$ cat src/rtl/hub75_scan_driver_if.sv
// Pixel-RAM read port and HUB75 panel pins of the scan driver.
interface hub75_scan_driver_if;
   logic [7:0]  o_r_addr;
   logic        o_r_enable;
   logic [15:0] i_r_data_upper;
   logic [15:0] i_r_data_lower;
   logic [5:0]  o_rgb;
   logic        o_sclk;
   logic        o_lat;
   logic        o_oe_n;
   logic [2:0]  o_row;
   logic        o_frame_done;

   modport master (
      output o_r_addr, o_r_enable, o_rgb, o_sclk, o_lat, o_oe_n, o_row, o_frame_done,
      input  i_r_data_upper, i_r_data_lower
   );

   modport slave (
      input  o_r_addr, o_r_enable, o_rgb, o_sclk, o_lat, o_oe_n, o_row, o_frame_done,
      output i_r_data_upper, i_r_data_lower
   );
endinterface

$ cat src/rtl/hub75_scan_driver.sv
// Scans a 32x16 1/8-scan HUB75 panel from two RGB565 RAMs with binary-coded modulation.
// Define HUB75_BRIGHTNESS_EN to add i_brightness, which trims the lit part of each DISPLAY slot.
module hub75_scan_driver #(
   parameter int COLS       = 32,
   parameter int ROWS_HALF  = 8,
   parameter int BITS       = 4,
   parameter int BASE_TICKS = 8
) (
   input  logic       i_clk,
   input  logic       i_rst_n,
   input  logic       i_enable,
`ifdef HUB75_BRIGHTNESS_EN
   input  logic [7:0] i_brightness,
`endif
   hub75_scan_driver_if.master bus
);
   localparam int COL_W    = $clog2(COLS);
   localparam int ROW_W    = $clog2(ROWS_HALF);
   localparam int DISP_MAX = BASE_TICKS << (BITS - 1);
   localparam int CNT_MAX  = (DISP_MAX > 2 * COLS) ? DISP_MAX : 2 * COLS;
   localparam int CNT_W    = $clog2(CNT_MAX + 1);
   localparam int R_LO     = 16 - BITS;
   localparam int G_LO     = 11 - BITS;
   localparam int B_LO     = 5 - BITS;

   typedef enum logic [2:0] {IDLE, FETCH, SHIFT, LATCH, DISPLAY} state_t;

   state_t           state, state_nx;
   logic [CNT_W-1:0] cnt, disp_len, on_len;
   logic [ROW_W-1:0] row, row_out;
   logic [2:0]       plane;
   logic [5:0]       rgb_q, pix, rgb;
   logic [COL_W-1:0] col;
   logic [3:0]       r_idx, g_idx, b_idx;
   logic [7:0]       r_addr;
   logic             r_en, sclk, lat, oe_n, frame_done_q;
   logic             shift_last, disp_last, plane_last, row_last;

   // SHIFT uses two cycles per column: even cycle presents data, odd cycle raises sclk.
   assign col        = cnt[COL_W:1];
   assign shift_last = (cnt == CNT_W'(2 * COLS - 1));
   assign disp_len   = CNT_W'(BASE_TICKS) << plane;
   assign disp_last  = (cnt == disp_len - 1'b1);
   assign plane_last = (plane == 3'(BITS - 1));
   assign row_last   = (row == ROW_W'(ROWS_HALF - 1));

   assign r_idx = 4'(R_LO + int'(plane));
   assign g_idx = 4'(G_LO + int'(plane));
   assign b_idx = 4'(B_LO + int'(plane));
   assign pix   = {bus.i_r_data_upper[r_idx], bus.i_r_data_upper[g_idx], bus.i_r_data_upper[b_idx],
                   bus.i_r_data_lower[r_idx], bus.i_r_data_lower[g_idx], bus.i_r_data_lower[b_idx]};

`ifdef HUB75_BRIGHTNESS_EN
   logic [7:0]       bright;
   logic [CNT_W+7:0] lit_prod;

   assign lit_prod = (CNT_W + 8)'(disp_len) * (CNT_W + 8)'(bright);
   assign on_len   = lit_prod[CNT_W+7:8];

   always_ff @(posedge i_clk or negedge i_rst_n) begin
      if (!i_rst_n)
         bright <= '0;
      else if (state == LATCH)
         bright <= i_brightness;
   end
`else
   assign on_len = disp_len;
`endif

   always_ff @(posedge i_clk or negedge i_rst_n) begin
      if (!i_rst_n)
         state <= IDLE;
      else
         state <= state_nx;
   end

   always_comb begin
      state_nx = state;
      r_addr   = '0;
      r_en     = 1'b0;
      sclk     = 1'b0;
      lat      = 1'b0;
      oe_n     = 1'b1;
      rgb      = rgb_q;
      case (state)
         IDLE: begin
            if (i_enable)
               state_nx = FETCH;
         end
         FETCH: begin
            r_addr   = {row, COL_W'(0)};
            r_en     = 1'b1;
            state_nx = SHIFT;
         end
         SHIFT: begin
            if (!cnt[0]) begin
               rgb = pix;
            end else begin
               sclk = 1'b1;
               if (col != COL_W'(COLS - 1)) begin
                  r_en   = 1'b1;
                  r_addr = {row, col + 1'b1};
               end
            end
            if (shift_last)
               state_nx = LATCH;
         end
         LATCH: begin
            lat      = 1'b1;
            state_nx = DISPLAY;
         end
         DISPLAY: begin
            oe_n = (cnt >= on_len);
            // i_enable only matters once the whole frame has been shown.
            if (disp_last)
               state_nx = (plane_last && row_last && !i_enable) ? IDLE : FETCH;
         end
         default: state_nx = IDLE;
      endcase
   end

   always_ff @(posedge i_clk or negedge i_rst_n) begin
      if (!i_rst_n) begin
         cnt          <= '0;
         row          <= '0;
         plane        <= '0;
         row_out      <= '0;
         rgb_q        <= '0;
         frame_done_q <= 1'b0;
      end else begin
         frame_done_q <= 1'b0;
         case (state)
            IDLE: begin
               cnt   <= '0;
               row   <= '0;
               plane <= '0;
            end
            FETCH: cnt <= '0;
            SHIFT: begin
               cnt <= shift_last ? '0 : cnt + 1'b1;
               if (!cnt[0])
                  rgb_q <= pix;
            end
            LATCH: begin
               cnt     <= '0;
               row_out <= row;
            end
            DISPLAY: begin
               if (!disp_last) begin
                  cnt <= cnt + 1'b1;
               end else begin
                  cnt <= '0;
                  if (!plane_last) begin
                     plane <= plane + 1'b1;
                  end else begin
                     plane        <= '0;
                     row          <= row_last ? '0 : row + 1'b1;
                     frame_done_q <= row_last;
                  end
               end
            end
            default: cnt <= '0;
         endcase
      end
   end

   assign bus.o_r_addr     = r_addr;
   assign bus.o_r_enable   = r_en;
   assign bus.o_rgb        = rgb;
   assign bus.o_sclk       = sclk;
   assign bus.o_lat        = lat;
   assign bus.o_oe_n       = oe_n;
   assign bus.o_row        = row_out;
   assign bus.o_frame_done = frame_done_q;
endmodule
$ cat src/flat_wrapper.sv
// flat-port wrapper written by rule: the top's interface ports become plain ports
module hub75_scan_driver_flat 
#(
   parameter int COLS       = 32,
   parameter int ROWS_HALF  = 8,
   parameter int BITS       = 4,
   parameter int BASE_TICKS = 8
)
  (i_clk, i_rst_n, i_enable, bus_o_r_addr, bus_o_r_enable, bus_o_rgb, bus_o_sclk, bus_o_lat, bus_o_oe_n, bus_o_row, bus_o_frame_done, bus_i_r_data_upper, bus_i_r_data_lower);
  hub75_scan_driver_if bus_i ();
  input  logic i_clk;
  input  logic i_rst_n;
  input  logic i_enable;
  output wire logic [$bits(bus_i.o_r_addr)-1:0] bus_o_r_addr;
  output wire logic [$bits(bus_i.o_r_enable)-1:0] bus_o_r_enable;
  output wire logic [$bits(bus_i.o_rgb)-1:0] bus_o_rgb;
  output wire logic [$bits(bus_i.o_sclk)-1:0] bus_o_sclk;
  output wire logic [$bits(bus_i.o_lat)-1:0] bus_o_lat;
  output wire logic [$bits(bus_i.o_oe_n)-1:0] bus_o_oe_n;
  output wire logic [$bits(bus_i.o_row)-1:0] bus_o_row;
  output wire logic [$bits(bus_i.o_frame_done)-1:0] bus_o_frame_done;
  input wire logic [$bits(bus_i.i_r_data_upper)-1:0] bus_i_r_data_upper;
  input wire logic [$bits(bus_i.i_r_data_lower)-1:0] bus_i_r_data_lower;
  assign bus_o_r_addr = bus_i.o_r_addr;
  assign bus_o_r_enable = bus_i.o_r_enable;
  assign bus_o_rgb = bus_i.o_rgb;
  assign bus_o_sclk = bus_i.o_sclk;
  assign bus_o_lat = bus_i.o_lat;
  assign bus_o_oe_n = bus_i.o_oe_n;
  assign bus_o_row = bus_i.o_row;
  assign bus_o_frame_done = bus_i.o_frame_done;
  assign bus_i.i_r_data_upper = bus_i_r_data_upper;
  assign bus_i.i_r_data_lower = bus_i_r_data_lower;
  hub75_scan_driver #(.COLS(COLS), .ROWS_HALF(ROWS_HALF), .BITS(BITS), .BASE_TICKS(BASE_TICKS)) u_core (.i_clk(i_clk), .i_rst_n(i_rst_n), .i_enable(i_enable), .bus(bus_i));
endmodule
$ cat config.mk
export PLATFORM = sky130hd
export DESIGN_NAME = hub75_scan_driver_flat
export DESIGN_NICKNAME = d
export VERILOG_FILES = /design/src/rtl/hub75_scan_driver_if.sv /design/src/rtl/hub75_scan_driver.sv /design/src/flat_wrapper.sv
export SDC_FILE = /design/constraint.sdc
export NUM_CORES = 1
export LEC_CHECK = 0
export CAP_MARGIN = 20
export CELL_PAD_IN_SITES_DETAIL_PLACEMENT = 0
export CELL_PAD_IN_SITES_GLOBAL_PLACEMENT = 2
export CORE_UTILIZATION = 27
export DETAILED_ROUTE_END_ITERATION = 12
export GPL_TIMING_DRIVEN = 0
export PLACE_DENSITY_LB_ADDON = 0.1
export SETUP_SLACK_MARGIN = 0.2
export SYNTH_ARGS = -nofsm -noshare
export SYNTH_HDL_FRONTEND = slang
export SYNTH_SLANG_ARGS = --single-unit
$ cat constraint.sdc
create_clock -name i_clk -period 3 [get_ports i_clk]
set_input_delay 0.9 -clock i_clk [delete_from_list [all_inputs] [get_ports i_clk]]
set_output_delay 0.9 -clock i_clk [all_outputs]
set_load 0.05 [all_outputs]
After elaboration in Yosys (flattened, before gate mapping)

Index checks and enable logic that the tools add are counted.

Shift-type cells: 1
Reduce and logical (&&, ||, !) cells: 8
Multiplexer cells: 42
Add/subtract/negate cells: 8
$lt $le $gt $ge: 4
Equality and inequality tests: 13

Operators by type and width:

| operator                                                                     | number |
|---|---|
| 1-bit binary-select mux with 4-bit select                                    | 6 |
| 3-bit 2-to-1 mux                                                             | 8 |
| 1-bit 2-to-1 mux                                                             | 16 |
| 8-bit 2-to-1 mux                                                             | 2 |
| 8-bit case mux with 2 select lines                                           | 1 |
| 4-bit by 5-bit less-than comparator with 1-bit output, second input constant | 3 |
| 3-bit case mux with 5 select lines                                           | 1 |
| 7-bit 2-to-1 mux                                                             | 2 |
| 7-bit case mux with 2 select lines                                           | 1 |
| 6-bit 2-to-1 mux                                                             | 2 |
| 3-bit case mux with 2 select lines                                           | 2 |
| 3-bit by 2-bit equality test with 1-bit output, second input constant        | 3 |
| 7-bit by 1-bit adder with 7-bit output, second input constant                | 1 |
| 7-bit by 6-bit equality test with 1-bit output, second input constant        | 1 |
| 7-bit equality test                                                          | 1 |
| 7-bit greater-or-equal comparator                                            | 1 |
| 4-bit by 3-bit left shift with 7-bit output, first input constant            | 1 |
| 7-bit by 1-bit subtractor with 7-bit output, second input constant           | 1 |
| 3-bit by 1-bit adder with 3-bit output, second input constant                | 2 |
| 3-bit equality test, second input constant                                   | 2 |
| 2-bit by 1-bit != test with 1-bit output, second input constant              | 3 |
| 3-bit AND reduction                                                          | 2 |
| 5-bit by 1-bit adder with 5-bit output, second input constant                | 1 |
| 5-bit != test, second input constant                                         | 1 |
| other kinds (11)                                                             | 12 |

Word-level logic and storage cells: 83
Bits in registers: 26
Output and inout port bits: 22

Logic depth before layout (Yosys ltp)

Gate-level depths: netlist of run 1.

Depth after elaboration: 6
Gate-level depth with buffers: 10
Depth with buffers taken out: 8

Worst setup path after synthesis of run 1

No wires, ideal clock.

Path kind: register -> output
Start point: register u_core.plane[0]
End point: output bus_o_rgb[0]
Required time: 2100 ps
Path slack: -1055 ps
Data arrival time: 3155 ps
Path buffers: 3
Cell stages (with the launch flop): 10
Cells stage by stage: dfrtp_1 > buf_2 > inv_1 > ha_1 > buf_2 > buf_2 > mux2i_1 > a211oi_1 > a31oi_1 > o21ai_0

Longest elaborated chain between the ends: 5

RTL lines:

| element                                   | line                     | text |
|---|---|---|
| start: declaration                        | hub75_scan_driver.sv:31  | `logic [2:0] plane;` |
| start signal: assignment                  | hub75_scan_driver.sv:154 | `plane <= plane + 1'b1;` |
| 1-bit by 3-bit adder with 4-bit output    | hub75_scan_driver.sv:49  | `assign b_idx = 4'(B_LO + int'(plane));` |
| 1-bit binary-select mux with 4-bit select | hub75_scan_driver.sv:51  | `bus.i_r_data_lower[r_idx], bus.i_r_data_lower[g_idx], bus.i_r_data_lower[b_idx]};` |
| 1-bit 2-to-1 mux (implied by the code)    | hub75_scan_driver.sv:51  |  |
| 6-bit 2-to-1 mux                          | hub75_scan_driver.sv:96  | `if (!cnt[0]) begin` |
| 6-bit 2-to-1 mux                          | hub75_scan_driver.sv:85  | `case (state)` |
| end: declaration                          | flat_wrapper.sv:16       | `output wire logic [$bits(bus_i.o_rgb)-1:0] bus_o_rgb;` |

No other way between the ends. The select of a mux whose other input is x is not followed.

Worst setup path after layout of run 1

Start point: input bus_i_r_data_upper[7]
End point: output bus_o_rgb[4]

Longest elaborated chain between the ends: 4

RTL lines:

| element                                   | line                    | text |
|---|---|---|
| start: declaration                        | flat_wrapper.sv:22      | `input wire logic [$bits(bus_i.i_r_data_upper)-1:0] bus_i_r_data_upper;` |
| 1-bit binary-select mux with 4-bit select | hub75_scan_driver.sv:50 | `assign pix = {bus.i_r_data_upper[r_idx], bus.i_r_data_upper[g_idx], bus.i_r_data_upper[b_idx],` |
| 1-bit 2-to-1 mux (implied by the code)    | hub75_scan_driver.sv:50 |  |
| 6-bit 2-to-1 mux                          | hub75_scan_driver.sv:96 |  |
| 6-bit 2-to-1 mux                          | hub75_scan_driver.sv:85 |  |

No other way between the ends. The select of a mux whose other input is x is not followed.

==> flow_summary.toml, run 1 <==
[die]
die_x_um = 91.8
die_h_um = 91.8
ioPinCount = 57
floorplan.initialDensity_pct = 28.1
die_area_sq_um = 8440
core_area_sq_um = 7770
row_count = 32

[drt]
drc = 0
ant_nets = 0
vias_per_cell = 4.89
num_vias = 1991
routedWlPerCell_um = 16.5
dr.pass1.iters = 4
finalWirelength_um = 6730
drt_iter0_drc = 29

[sta]
fin_ws_ns = -0.198
relSlewSlack_pct = 53.3
slew_violations = 0
rsz0062_at_grt = "true"
worstMarginPinSlew_ns = 0.698
fin_crit_ns = 3.20
setup_tns_ns = -0.858
finalClockSkew_ns = 0.00987
finalCritPeriodShare_pct = 107
setup_viol = 5
hold_viol = 0
fmax_ghz = 0.313

[synth]
seq_area_frac_synth_pct = 29.9
synth_xor_area_share_pct = 3.62
synth_compound_area_share_pct = 12.7
syn_area_per_cell_sq_um = 10.0
synth_area_leaders = "dfrtp_1 30%, ha_1 10%, mux4_2 10%"
async_flop_share_pct = 100
ys_warn_count = 0
synthAdderAreaFrac_pct = 10.3
synth_top_area_cell = "dfrtp_1"
syn_inst = 217
synth_top_cell_area_share_pct = 29.9
muxShareOfSynthArea_pct = 19.8
syn-num-nets = 270
ys_seq_elements = 26
ys.flop_type = "dfrtp_1"
synth_top_family_by_area = "multiplexers"
netlist_area_sq_um = 2180
synth-simple-area-share_pct = 19.1
synth-edff-count = 0
ys_types = 44

[worst_setup_path]
crit_path_top_delay_cell = "mux4_2"
required_ns = 2.10
path_delay_family = "multiplexers"
cp-start-kind = "primary input"
cp_slowest_stage_delay_ns = 0.52
cp_num_buf_inv = 2
cp_cell_sequence = "clkdlybuf4s50_1 -> mux4_2 -> mux2i_4 -> o21ai_4 -> buf_6"
crit_type = "primary input to output pin"
arrival_ns = 2.30
cp_max_fo = 2
critPathCaptureType = "output pin"

[status]
violations = "setup timing"
status = "finished with violations"

[clock_network]
root_buffer = "clkbuf_8"
clkSlewWorstSetupHoldPaths_ns = 0.09
cts_made_buffers = 3
clock_latency_ns = 0.28
htreeDepth = 1
numClockSinks = 26
max-clock-path-buffers = 2
hold_buffers = 0
cts_tree = "done"

[final_layout]
final_nets = 359
stdcell_count = 407
area_growth_syn_to_layout_pct = 63.7
drive_gt1_share_pct = 47.9
postLayoutCellArea_sq_um = 3570
antenna_cells = 0

[power_and_ir_drop]
powerDensity_nw_per_um2 = 497
peakVddDrop_v = 0.000227
total_leakage_power_nw = 1.46
fin_total_pwr_w = 0.00177

[place]
place_area_sq_um = 3080
dp_slack_ns = -1.04
io_buffers = 56
gp_congestion = 0.755
dp.cells = 376
dp_hpwl_um = 4910

[grt]
grt_pass1_wl_um = 10900
overflow = 0
grt_max_degree = 16
grt_pass1_vias = 2086
grt_antenna_before_repair = 0
grt_usage_pct = 16.5

[flow_run]
maxCapViolations = 0

[worst_hold_path]
hold_path_class = "flip-flop to flip-flop"
## routing by layer
layer / part of all wire, % / vias up / routed length (um) / global-route usage (%)
met1: 44 / 957 / 2930 / 21.5
met2: 51 / 59 / 3450 / 29.4
met3: 3.9 / 7 / 260 / 1.58
met5: 0 / - / 0 / 0
li1: - / 968 / - / -
met4: 1.2 / 0 / 82 / 3.91
## cell usage in the layout (no fill, tap or decap), types with 3 or more instances in the layout
cell type	Yosys	final
dfrtp_1	26	23
buf_4	0	21
nand2_1	24	18
buf_6	1	13
nand3_1	13	13
buf_2	3	13
ha_1	18	12
clkdlybuf4s50_1	0	12
mux2i_1	15	10
mux4_2	10	10
nor2_1	15	9
clkdlybuf4s15_1	0	8
clkbuf_8	2	6
nor2_2	0	6
buf_8	0	6
inv_1	9	5
nand2_2	0	5
nand2b_1	4	4
and2_4	0	4
xnor2_1	5	4
xor2_1	4	4
mux2i_4	0	4
o21ai_4	0	4
a21oi_1	6	4
ha_4	0	4
clkbuf_2	1	3
and2b_2	2	3
buf_12	0	3
and3_1	5	3
nor3_1	4	3
o221ai_1	3	3
mux2_2	5	3
dlygate4sd2_1	0	3
dfrtp_2	0	3
## synthesized netlist by cell type, drive strengths merged (5+ instances only)
| master | count |
|---|---|
| nand2 | 24 |
| ha | 18 |
| xnor2 | 5 |
| and2 | 5 |
| inv | 9 |
| nor2 | 15 |
| mux4 | 10 |
| nand3 | 13 |
| clkbuf | 5 |
| and3 | 6 |
| dfrtp | 26 |
| o21ai | 6 |
| a21oi | 6 |
| mux2 | 5 |
| mux2i | 15 |
## cell families after synthesis
kind of cell | count (synthesis)
buf+inv | 18
mux | 30
simple gates | 83
xor+xnor | 9
flops | 26
compound gates | 33
fa+ha+maj | 18
## registers in the layout, summed over array words and instances (netlist names)
| register | cells |
|---|---|
| u_core.rgb_q | 6 |
| u_core.state | 3 |
| u_core.row | 3 |
| u_core.bus.o_frame_done | 1 |
| u_core.plane | 3 |
| u_core.cnt | 7 |
| u_core.bus.o_row | 3 |
## path summary, 6_finish.rpt
path,from,end,slack [ns],cells after the start
max reg2reg,u_core.plane[0],u_core.state[0],0.64,9
min reg2reg,u_core.bus.o_row[2],u_core.bus.o_row[2],0.51,1
max,bus_i_r_data_upper[7],bus_o_rgb[4],-0.20,5
min in group asynchronous,i_rst_n,u_core.rgb_q[2],1.03,1
max in group asynchronous,i_rst_n,u_core.state[1],1.43,2
min,u_core.bus.o_row[2],u_core.bus.o_row[2],0.51,1
## through the flow
stage	hold WS [ns]	util [%]
2_1_floorplan	0.497	-
3_3_place_gp	0.479	39.3
3_5_place_dp	0.485	39.7
4_1_cts	0.517	43.7
5_1_grt	0.539	45.9
6_report	0.515	45.9
## final cells by class
class	instances	area, sq um
Fill cell	787	4200
Multi-Input combinational cell	173	1760
Timing Repair Buffer	84	806
Sequential cell	26	654
Tap cell	102	128
Buffer	9	111
Clock buffer	4	55.1
Inverter	9	55.1
## power by group
group	internal, W	leakage (nW)	switching (W)
registers	0.000416	0.341	0.0000516
clock network	0.000118	0.0288	0.000125
logic	0.000430	1.09	0.000632
## timing repair
item                                    in CTS  in global routing
pin swaps                                   17                 12
hold endpoints to repair                     0                  0
endpoints found under the setup margin      18                 13
cloned                                       0                  2
resized for setup                          215                 33
buffers inserted                            17                  8
Power figures use the tool's default switching activity.
==> run 2: changes to the inputs <==
--- a/config.mk
+++ b/config.mk
@@ -12,6 +12,7 @@
 export DETAILED_ROUTE_END_ITERATION = 12
 export GPL_TIMING_DRIVEN = 0
 export PLACE_DENSITY_LB_ADDON = 0.1
+export REMOVE_ABC_BUFFERS = 1
 export SETUP_SLACK_MARGIN = 0.2
 export SYNTH_ARGS = -nofsm -noshare
 export SYNTH_HDL_FRONTEND = slang
==> flow_summary.toml, run 2 (synthesis gave the netlist of run 1 again) <==
[worst_setup_path]
cp-start-kind = "flip-flop"
critPathCaptureType = "output pin"
cp_cell_sequence = "clkinvlp_4 -> ha_4 -> buf_12 -> buf_6 -> mux4_2 -> mux2_4 -> mux2i_4 -> o21ai_2 -> buf_6"
cp_max_fo = 4
required_ns = 2.10
crit_top_cell = "buf_6"
cp_slowest_stage_delay_ns = 0.44
crit_path_top_delay_cell = "dfrtp_4"
arrival_ns = 2.37
crit_type = "flip-flop to output pin"

[die]
die_area_sq_um = 8440
core_area_sq_um = 7770
row_count = 32
die_h_um = 91.8
ioPinCount = 57
die_x_um = 91.8
floorplan.initialDensity_pct = 28.1

[final_layout]
layout_common_cells = "32 x buf_4, 22 x nand2_1, 20 x dfrtp_1, 14 x nor2_1, 14 x clkdlybuf4s50_1"
area_growth_syn_to_layout_pct = 57.0
fin_util_pct = 44.1
final_nets = 362
postLayoutCellArea_sq_um = 3420
largest_register_ffs = 7
regMostFlops = "u_core.cnt"
reg_top3 = "u_core.cnt (7), u_core.rgb_q (6)"
mostFrequentLayoutCell = "buf_4"
stdcell_count = 410
drive_gt1_share_pct = 44.5
antenna_cells = 0

[drt]
drc = 0
drt_iter0_drc = 76
wl_met2_um = 3240
top_layer_used = "met4"
wl_met1_um = 2840
finalWirelength_um = 6430
dr.pass1.iters = 4
vias_per_cell = 4.86
num_vias = 1994
routedWlPerCell_um = 15.7
ant_nets = 0
dr_wl_met3_um = 292

[sta]
relSlewSlack_pct = 58.8
setup_tns_ns = -0.959
fmax_ghz = 0.306
slew_violations = 0
rsz0062_at_grt = "true"
hold_viol = 0
fin_ws_ns = -0.271
finalClockSkew_ns = 0.00369
worstMarginPinSlew_ns = 0.613
fin_crit_ns = 3.27
finalCritPeriodShare_pct = 109
setup_viol = 5

[clock_network]
hold_buffers = 0
root_buffer = "clkbuf_8"
clock_latency_ns = 0.28
max-clock-path-buffers = 2
htreeDepth = 1
cts_made_buffers = 3
clkSlewWorstSetupHoldPaths_ns = 0.10
numClockSinks = 26
cts_tree = "done"

[power_and_ir_drop]
total_leakage_power_nw = 1.42
powerDensity_nw_per_um2 = 523
peakVddDrop_v = 0.000274

[place]
dp_hpwl_um = 4370
dp.cells = 367
place_area_sq_um = 2830
gp_congestion = 0.748
io_buffers = 56

[status]
violations = "setup timing"
status = "finished with violations"

[grt]
grt_pass1_vias = 2062
grt_pass1_wl_um = 10600
grt_max_degree = 18
grt_usage_pct = 16.2
grt_antenna_before_repair = 0
overflow = 0

[flow_run]
maxCapViolations = 0

[worst_hold_path]
hold_path_class = "flip-flop to flip-flop"
-- run 2: cell types whose count changed in the layout (fill, tap and decap cells not counted), sizes merged --
cell / delta
clkbuf: -7
dlygate4sd2: +6
clkdlybuf4s50: +2
dlymetal6s2s: -2
clkdlybuf4s15: -4
buf: +8
-- run 2: final timing paths --
kind / start / to / slack (ns) / depth (start not counted)
min in group asynchronous: i_rst_n / u_core.row[1] / 0.98 / 1
max reg2reg: u_core.plane[0] / u_core.rgb_q[5] / 0.31 / 16
max in group asynchronous: i_rst_n / u_core.state[2] / 1.52 / 2
min reg2reg: u_core.rgb_q[1] / u_core.rgb_q[1] / 0.49 / 2
min: u_core.rgb_q[1] / u_core.rgb_q[1] / 0.49 / 2
max: u_core.plane[0] / bus_o_rgb[1] / -0.27 / 9
-- run 2: metrics by stage --
step                      setup slack [ns]  total power [W]  hold slack [ns]
after CTS                           -0.294          0.00171            0.490
after floorplan                      -1.37         0.000991            0.497
after detailed placement             -1.95          0.00129            0.484
final                               -0.271          0.00179            0.487
after global placement               -1.97          0.00129            0.477
after global routing                -0.348          0.00191            0.511
-- run 2: area by class of cell --
| type | instances | area, sq um |
|---|---|---|
| multi-input combinational | 173 | 1640 |
| timing repair buffer | 96 | 893 |
| tap | 102 | 128 |
| sequential | 26 | 666 |
| fill | 802 | 4350 |
| clock buffer | 4 | 55.1 |
| inverter | 9 | 40.0 |
-- run 2: report_power, final --
part           internal [W]  total (W)  switching, W
Clock              0.000118   0.000240      0.000123
Combinational      0.000464    0.00108      0.000619
Sequential         0.000418   0.000467     0.0000485
Total               0.00100    0.00179      0.000790
-- run 2: repair_timing --
action / in CTS / in global routing
setup buffers: 28 / 11
pin swaps: 15 / 8
gates cloned: 0 / 0
setup endpoints to repair: 32 / 16
gates resized for setup: 214 / 37
-- run 2: worst max-delay path: cells and delay by family (launching register included) --
kind	cells	cell delay, ns
compound gates	1	0.08
fa+ha+maj	1	0.33
buf+inv	4	0.50
flops	1	0.44
mux	3	0.74
-- run 2: layer usage --
metal / track usage [%] / vias to the layer above
met5: 0 / -
met4: 3.91 / 0
met3: 2.57 / 4
met2: 28.5 / 51
met1: 20.7 / 967
li1: - / 972
